$ cat src/rtl/imem_load_ctrl_pkg.sv
// rtl/imem_load_ctrl_pkg.sv - shared types and constants for the instruction memory loader
package imem_load_ctrl_pkg;

  typedef enum logic [1:0] {
    IDLE  = 2'd0,
    LOAD  = 2'd1,
    CLEAR = 2'd2,
    RUN   = 2'd3
  } state_t;

  localparam int DEFAULT_DEPTH  = 64;
  localparam int DEFAULT_N_BITS = 32;

  // addi x0, x0, 0; kept for a future option that feeds NOPs while the core is held
  localparam logic [31:0] NOP_INSTR = 32'h0000_0013;

endpackage

$ cat src/rtl/imem_load_ctrl.sv
// rtl/imem_load_ctrl.sv - boot loader and read-port arbiter for the core's instruction RAM
// Streams a program into RAM, zero-fills the remainder, then releases the core and serves fetches.
module imem_load_ctrl
  import imem_load_ctrl_pkg::*;
#(
  parameter int N_Bits = DEFAULT_N_BITS,
  parameter int DEPTH  = DEFAULT_DEPTH,
  parameter int ADDR_W = $clog2(DEPTH)
) (
  input  logic              clk,
  input  logic              rst_n,
  input  logic              start,
  input  logic [ADDR_W:0]   word_count,
  input  logic              in_valid,
  input  logic [N_Bits-1:0] in_data,
  output logic              in_ready,
  input  logic [N_Bits-1:0] core_pc,
  output logic [N_Bits-1:0] core_instr,
  output logic              core_rst_n,
  output logic              mem_we,
  output logic [ADDR_W-1:0] mem_addr,
  output logic [N_Bits-1:0] mem_wdata,
  input  logic [N_Bits-1:0] mem_rdata,
  output logic              busy,
  output logic              done,
  output logic              err
);

  localparam logic [ADDR_W:0] DEPTH_W = (ADDR_W + 1)'(DEPTH);
  localparam logic [ADDR_W:0] LAST_W  = DEPTH_W - 1'b1;

  state_t          state;
  state_t          next_state;
  logic [ADDR_W:0] wr_ptr;
  logic [ADDR_W:0] wr_ptr_inc;
  logic [ADDR_W:0] cnt;
  logic [ADDR_W:0] cnt_start;
  logic            accept_start;

  // Only the word index of the byte PC is used; fetches wrap modulo DEPTH.
  logic unused_pc_bits;
  assign unused_pc_bits = ^{core_pc[1:0], core_pc[N_Bits-1:ADDR_W+2]};

  assign wr_ptr_inc   = wr_ptr + 1'b1;
  assign cnt_start    = (word_count > DEPTH_W) ? DEPTH_W : word_count;
  assign accept_start = start && (state == IDLE || state == RUN);

  always_ff @(posedge clk or negedge rst_n) begin
    if (!rst_n) begin
      state <= IDLE;
    end else begin
      state <= next_state;
    end
  end

  always_comb begin
    next_state = state;
    unique case (state)
      IDLE, RUN: begin
        if (start) begin
          next_state = (cnt_start == '0) ? CLEAR : LOAD;
        end
      end
      LOAD: begin
        if (in_valid && wr_ptr_inc == cnt) begin
          next_state = (wr_ptr_inc == DEPTH_W) ? RUN : CLEAR;
        end
      end
      CLEAR: begin
        if (wr_ptr == LAST_W) begin
          next_state = RUN;
        end
      end
      default: next_state = IDLE;
    endcase
  end

  always_comb begin
    in_ready   = 1'b0;
    mem_we     = 1'b0;
    mem_addr   = wr_ptr[ADDR_W-1:0];
    mem_wdata  = '0;
    core_instr = '0;
    busy       = 1'b0;
    unique case (state)
      LOAD: begin
        in_ready  = 1'b1;
        mem_we    = in_valid;
        mem_wdata = in_data;
        busy      = 1'b1;
      end
      CLEAR: begin
        mem_we = 1'b1;
        busy   = 1'b1;
      end
      RUN: begin
        mem_addr   = core_pc[ADDR_W+1:2];
        core_instr = mem_rdata;
      end
      default: ;
    endcase
  end

  always_ff @(posedge clk or negedge rst_n) begin
    if (!rst_n) begin
      wr_ptr     <= '0;
      cnt        <= '0;
      err        <= 1'b0;
      done       <= 1'b0;
      core_rst_n <= 1'b0;
    end else begin
      if (accept_start) begin
        cnt    <= cnt_start;
        wr_ptr <= '0;
      end else if (mem_we) begin
        wr_ptr <= wr_ptr_inc;
      end
      if (busy && start) begin
        err <= 1'b1;
      end
      core_rst_n <= (next_state == RUN);
      done       <= (next_state == RUN) && (state != RUN);
    end
  end

endmodule

$ cat config.mk
export PLATFORM = sky130hd
export DESIGN_NAME = imem_load_ctrl
export DESIGN_NICKNAME = d
export VERILOG_FILES = /design/src/rtl/imem_load_ctrl_pkg.sv /design/src/rtl/imem_load_ctrl.sv
export SDC_FILE = /design/constraint.sdc
export NUM_CORES = 1
export LEC_CHECK = 0
export CORE_MARGIN = 4
export CORE_UTILIZATION = 29
export DETAILED_ROUTE_END_ITERATION = 10
export PLACE_DENSITY = 0.82
export SLEW_MARGIN = 0
export SYNTH_ARGS = -nofsm -noshare
export SYNTH_HDL_FRONTEND = slang
export SYNTH_SLANG_ARGS = --single-unit
$ cat constraint.sdc
create_clock -name clk -period 2.3 [get_ports clk]
set_input_delay 0.575 -clock clk [delete_from_list [all_inputs] [get_ports clk]]
set_output_delay 0.575 -clock clk [all_outputs]
set_load 0.02 [all_outputs]
After elaboration in Yosys (flattened, before gate mapping). Cells that the tools add are included.

$add $sub $neg: 1. Magnitude comparators: 1. Equal/unequal tests: 8. Mux-type cells: 15. Reduce and logical (&&, ||, !) cells: 10.

Operators with widths (count): $mux W32 (2); $mux W7 (3); $mux W2 (4); $add A7 B1 Y7 const B (1); $eq A7 B6 Y1 const B (1); $eq A7 B7 Y1 (1); $eq A7 B7 Y1 const B (1); $gt A7 B7 Y1 const B (1); $logic_not A7 Y1 (1); $eq A2 B2 Y1 const B (3); $mux W6 (1); $pmux W2 S3 (1); $logic_and A1 B1 Y1 (4); $reduce_or A2 Y1 (2); $mux W1 (3); $eq A2 B1 Y1 const B (1); $logic_not A2 Y1 (1); $ne A2 B2 Y1 const B (1); $pmux W1 S2 (1); $reduce_bool A2 Y1 (1); $logic_or A1 B1 Y1 (1).

Bits in registers: 19. Logic and storage cells: 41.

Logic depth before layout (Yosys ltp).
Depth in word-level cells: 8. Mapped depth: 10. Depth with buffers taken out: 8.

Least setup slack after synthesis. OpenSTA, ideal clock, no wires.

Kind: reg2out. Start point: reg state[1]. End point: out mem_we. Arrival: 1638 ps. Required time: 1725 ps. Setup slack: 87 ps. Cell stages (with the launch flop): 8. Path buffers: 2. Cell sequence: dfrtp_1 -> inv_1 -> ha_1 -> clkbuf_1 -> a21oi_1 -> or2_2 -> buf_2 -> inv_2.

Cells in the longest elaborated chain, start to end: 2. Elaborated cells between the ends (all ways): 3. Those cells by class: 2 x eq/ne; 1 x mux.

RTL lines: start: declaration (line imem_load_ctrl.sv:32) `state_t state;`; start signal: assignment (line imem_load_ctrl.sv:52) `state <= next_state;`; $eq A2 B2 Y1 or $eq A2 B1 Y1 (tied branches) (line imem_load_ctrl.sv:85) `unique case (state)`; $pmux W1 S2 (*) (line imem_load_ctrl.sv:85); end: declaration (line imem_load_ctrl.sv:20) `output logic mem_we,`.

Mark *: on every way between the ends. The rest lies on a longest branch, timed or not.

Final worst setup path.
Start point: in in_valid. End point: out mem_we.

Cells in the longest elaborated chain, start to end: 1.

RTL lines: start: declaration (line imem_load_ctrl.sv:14) `input logic in_valid,`; $pmux W1 S2 (line imem_load_ctrl.sv:85).

Every way passes these cells.

==> results.md <==
Outcome:
- The flow ran to the end, and the final reports show no timing, DRC or antenna violations.

Logic synthesis:
- The most used flip-flop cell after synthesis is sky130_fd_sc_hd__dfrtp_1.
- The number of enable-type register cells in the synthesized netlist is 0.
- During synthesis, Yosys emitted a total of 0 warnings.
- The number of storage elements in the synthesis netlist is 19.
- Each instance of the synthesized netlist takes up on average 8.011 um2.
- Counting every net in the synthesized netlist gives 329.
- After synthesis, the most frequently instantiated cells are 66 x sky130_fd_sc_hd__and2_1, 19 x sky130_fd_sc_hd__dfrtp_1, 16 x sky130_fd_sc_hd__nand2_1, 14 x sky130_fd_sc_hd__o21ai_0, 11 x sky130_fd_sc_hd__nor2_1.
- Summing the sequential cell areas from Yosys gives 27.48% of the chip area.
- By area the synthesized netlist is led by sky130_fd_sc_hd__dfrtp_1 27%, sky130_fd_sc_hd__and2_1 24%, sky130_fd_sc_hd__mux2_2 4.6%, sky130_fd_sc_hd__ha_1 4.3%, sky130_fd_sc_hd__o21ai_0 4.0%.
- The number of cells produced by synthesis is 216.
- The distinct cell type count of the synthesized netlist is 40.
- The synthesized area is 1730 um2.
- The portion of synthesized cell area occupied by the leading cell type is 27.48%.
- The library cell occupying the most area in the post-synthesis netlist is sky130_fd_sc_hd__dfrtp_1.
- Yosys instantiated no cell more often than sky130_fd_sc_hd__and2_1.
- The proportion of register bits with asynchronous set or reset after synthesis is 100.0%.

GRT:
- The initial antenna violation count is 0.
- The maximum number of pins on one net before global-route repair is 37.
- The wire length of the first global-routing pass is 9784 um.
- The via count of the first global-routing pass is 2101.
- Global routing finished with a remaining overflow of 0.
- Global routing consumed, over all layers together, 16.13% of the routing resources.

Power and ir drop:
- For this design the ratio of total power to cell area is 888.0 nW/um2.
- In this run the static leakage power is 0.001653 uW.
- VDD sags by at most 0.5853 mV.
- Total power for the finished layout comes to 3072 uW.

Die:
- The number of placement rows is 27.
- In this run the vertical extent of the chip is 85.25 um.
- The area of the core is 5642 um2.
- Pin placement for this block handled 183 I/O pins.
- The initial standard-cell utilization of the core is 30.67%.
- The overall die area is 7267 um2.
- The floorplan step set the die width to 85.25 um.

Placed design:
- The area of placed instances is 3510 um2.
- The count of buffers added on input and output ports is 156.
- The placed wire-length estimate is 5278 um.
- The final weighted congestion of routability-driven global placement is 0.8404.

Critical path:
- The nature of the critical path endpoint is an output pin.
- The worst path arrival time is 1.66 ns.
- For this run, the slowest stage of the critical path takes 0.50 ns.
- The critical path goes through clkdlybuf4s50_1 -> a21oi_1 -> or2_2 -> inv_2 -> buf_2.
- The worst setup path is of the in2out kind.
- The total buffers and inverters traversed by the critical path is 3.
- The nature of the critical path startpoint is an input pin.
- For the worst setup path, the data required time is 1.73 ns.
- For this design, the slowest cell found on the critical path is sky130_fd_sc_hd__clkdlybuf4s50_1.
- Of all nets on the critical path, the largest fanout is 2.
- Broken down by cell family, the worst path's largest delay share belongs to buffers and inverters.

Cells and area:
- Of the cells placed in the final design, the portion with a size suffix greater than 1 is 16.93%.
- The area of all placed cells without fillers is 3460 um2.
- Relative to the synthesized area, the layout overhead comes to 99.93%.
- The repair_antennas step left the layout with diodes totalling 0.
- The total number of nets in the final design is 498.

Job:
- The number of max-cap violations is 0.

Timing:
- In this run the tightest slew margin relative to its limit is 64.88%.
- After layout, the worst path uses 97.23% of the clock period.
- Derived from the worst setup path, the maximum achievable clock frequency is 447.2 MHz.
- Final hold analysis gives a worst-case slack of 0.4767 ns.
- The slew at the pin with the worst max-slew slack is 0.5251 ns.
- The number of pins with negative max-slew slack in the final report is 0.
- Setup violations remaining at the end of the flow were counted as 0.
- On the final layout, the worst clock skew is 0.002452 ns.
- The time the worst path needs with I/O delays and setup is 2.236 ns.
- The final hold violation count was 0.

Detailed routing:
- The detailed-route via count is 2084.
- The aggregate routed wire length is 6229 um.
- The post-route antenna net violation count is 0.
- For this run, the detailed router's first-pass iteration total came to 4.
- The detailed router finished its first iteration with 102 violations.
- For this run, design rule violations remaining after detail routing come to 0.
- Dividing the detail-routed wire length by the instance count gives 13.66 um.
- Dividing the detail-routed via count by the number of cells gives 4.570.

Clock tree:
- CTS built an H-tree with a depth of 1.
- The number of clock sinks seen by CTS is 19.
- The cell at the root of the clock tree is sky130_fd_sc_hd__clkbuf_8.
- The number of buffers added by the clock tree synthesis step is 3.
- Counting along the longest clock path gives a buffer depth of 2.
- Clock-pin slew was measured on the worst setup and hold paths at 0.07 ns.
- The clock tree from TritonCTS is done.
- The worst-skew pair later-pin latency is 0.26 ns.

Min path:
- The path type of the worst min-delay path is reg2reg.
-- layout by cell type (no fill, tap or decap), drive strengths merged, types with 4 or more instances in the layout --
cell,Yosys,routed
clkdlybuf4s50,0,83
and2,66,66
dlygate4sd2,0,28
clkdlybuf4s15,0,27
buf,4,23
clkbuf,10,20
dfrtp,19,19
o21ai,17,17
nand2,16,16
nor2,11,11
mux2,7,7
a21oi,6,6
nand3,6,6
nand2b,6,6
inv,6,6
ha,6,6
nor3,4,4
-- stage by stage --
stage | instances | worst slack [ns] | utilization [%] | setup TNS, ns
after floorplan | 216 | 0.08739 | - | 0
after global placement | 452 | -0.3708 | 62.21 | -2.288
after detailed placement | 452 | -0.3854 | 62.21 | -2.724
after CTS | 456 | 0.001477 | 61.59 | 0
after global routing | 456 | -0.01663 | 61.32 | -0.02221
final | 456 | 0.06365 | 61.32 | 0
-- final timing paths --
| path | startpoint | end | slack (ns) | cells after the start |
|---|---|---|---|---|
| max in group asynchronous | rst_n | state[1] | 1.44 | 2 |
| hold reg to reg | err | err | 0.48 | 1 |
| setup reg to reg | wr_ptr[0] | done | 0.27 | 7 |
| setup / recovery | in_valid | mem_we | 0.06 | 5 |
| min in group asynchronous | rst_n | wr_ptr[0] | 0.64 | 2 |
| hold / removal | err | err | 0.48 | 1 |
-- power by group --
part | switching (uW) | internal [uW]
logic | 1230 | 1090
registers | 84.8 | 434
clock network | 118 | 121
-- repair_timing --
item	in CTS	in global routing
hold endpoints to repair	0	0
hold buffers	0	0
gates resized for setup	86	61
setup buffers	0	0
pin swaps	0	1
setup endpoints to repair	73	54
-- cell type report --
type                    instances  area [um2]
multi-input cells             177        1194
repair buffers                178        1630
inverters                       6       22.52
well taps                      72       90.09
clock inverters                 1       5.005
fillers                       513        2182
flip-flops and latches         19       476.7
clock buffers                   3       41.29
-- sequential cells by signal, indices dropped and copies added, names as in the netlist --
register and cells:
wr_ptr 7, err 1, state 2, core_rst_n 1, cnt 7, done 1
-- worst reg2reg max path, delay by kind of cell (launching register included) --
kind / cells / cell delay (ns)
fa+ha+maj: 1 / 0.26
mux: 1 / 0.30
simple gates: 3 / 0.66
flops: 1 / 0.35
compound gates: 2 / 0.39
-- routing by layer --
metal / global-route usage [%] / up-vias / routed length, um
li1: - / 1058 / -
met1: 19.51 / 924 / 2423
met2: 29.52 / 100 / 3148
met3: 3.883 / 2 / 631
met4: 2.014 / 0 / 25
met5: 0 / - / 0
-- kinds of logic (layout without fill, tap and decap cells) --
| kind of cell | Yosys count | in the layout | synth area share (%) |
|---|---|---|---|
| AOI/OAI and AO/OA | 37 | 37 | 13.45 |
| buffers and inverters | 20 | 188 | 4.917 |
| DFF | 19 | 19 | 27.48 |
| muxes | 8 | 8 | 5.134 |
| adders and majority gates | 6 | 6 | 4.338 |
| xor gates and xnor gates | 8 | 8 | 5.640 |
| and+or+nand+nor | 118 | 118 | 39.05 |
Note: power is estimated with default switching activity, not from simulation.
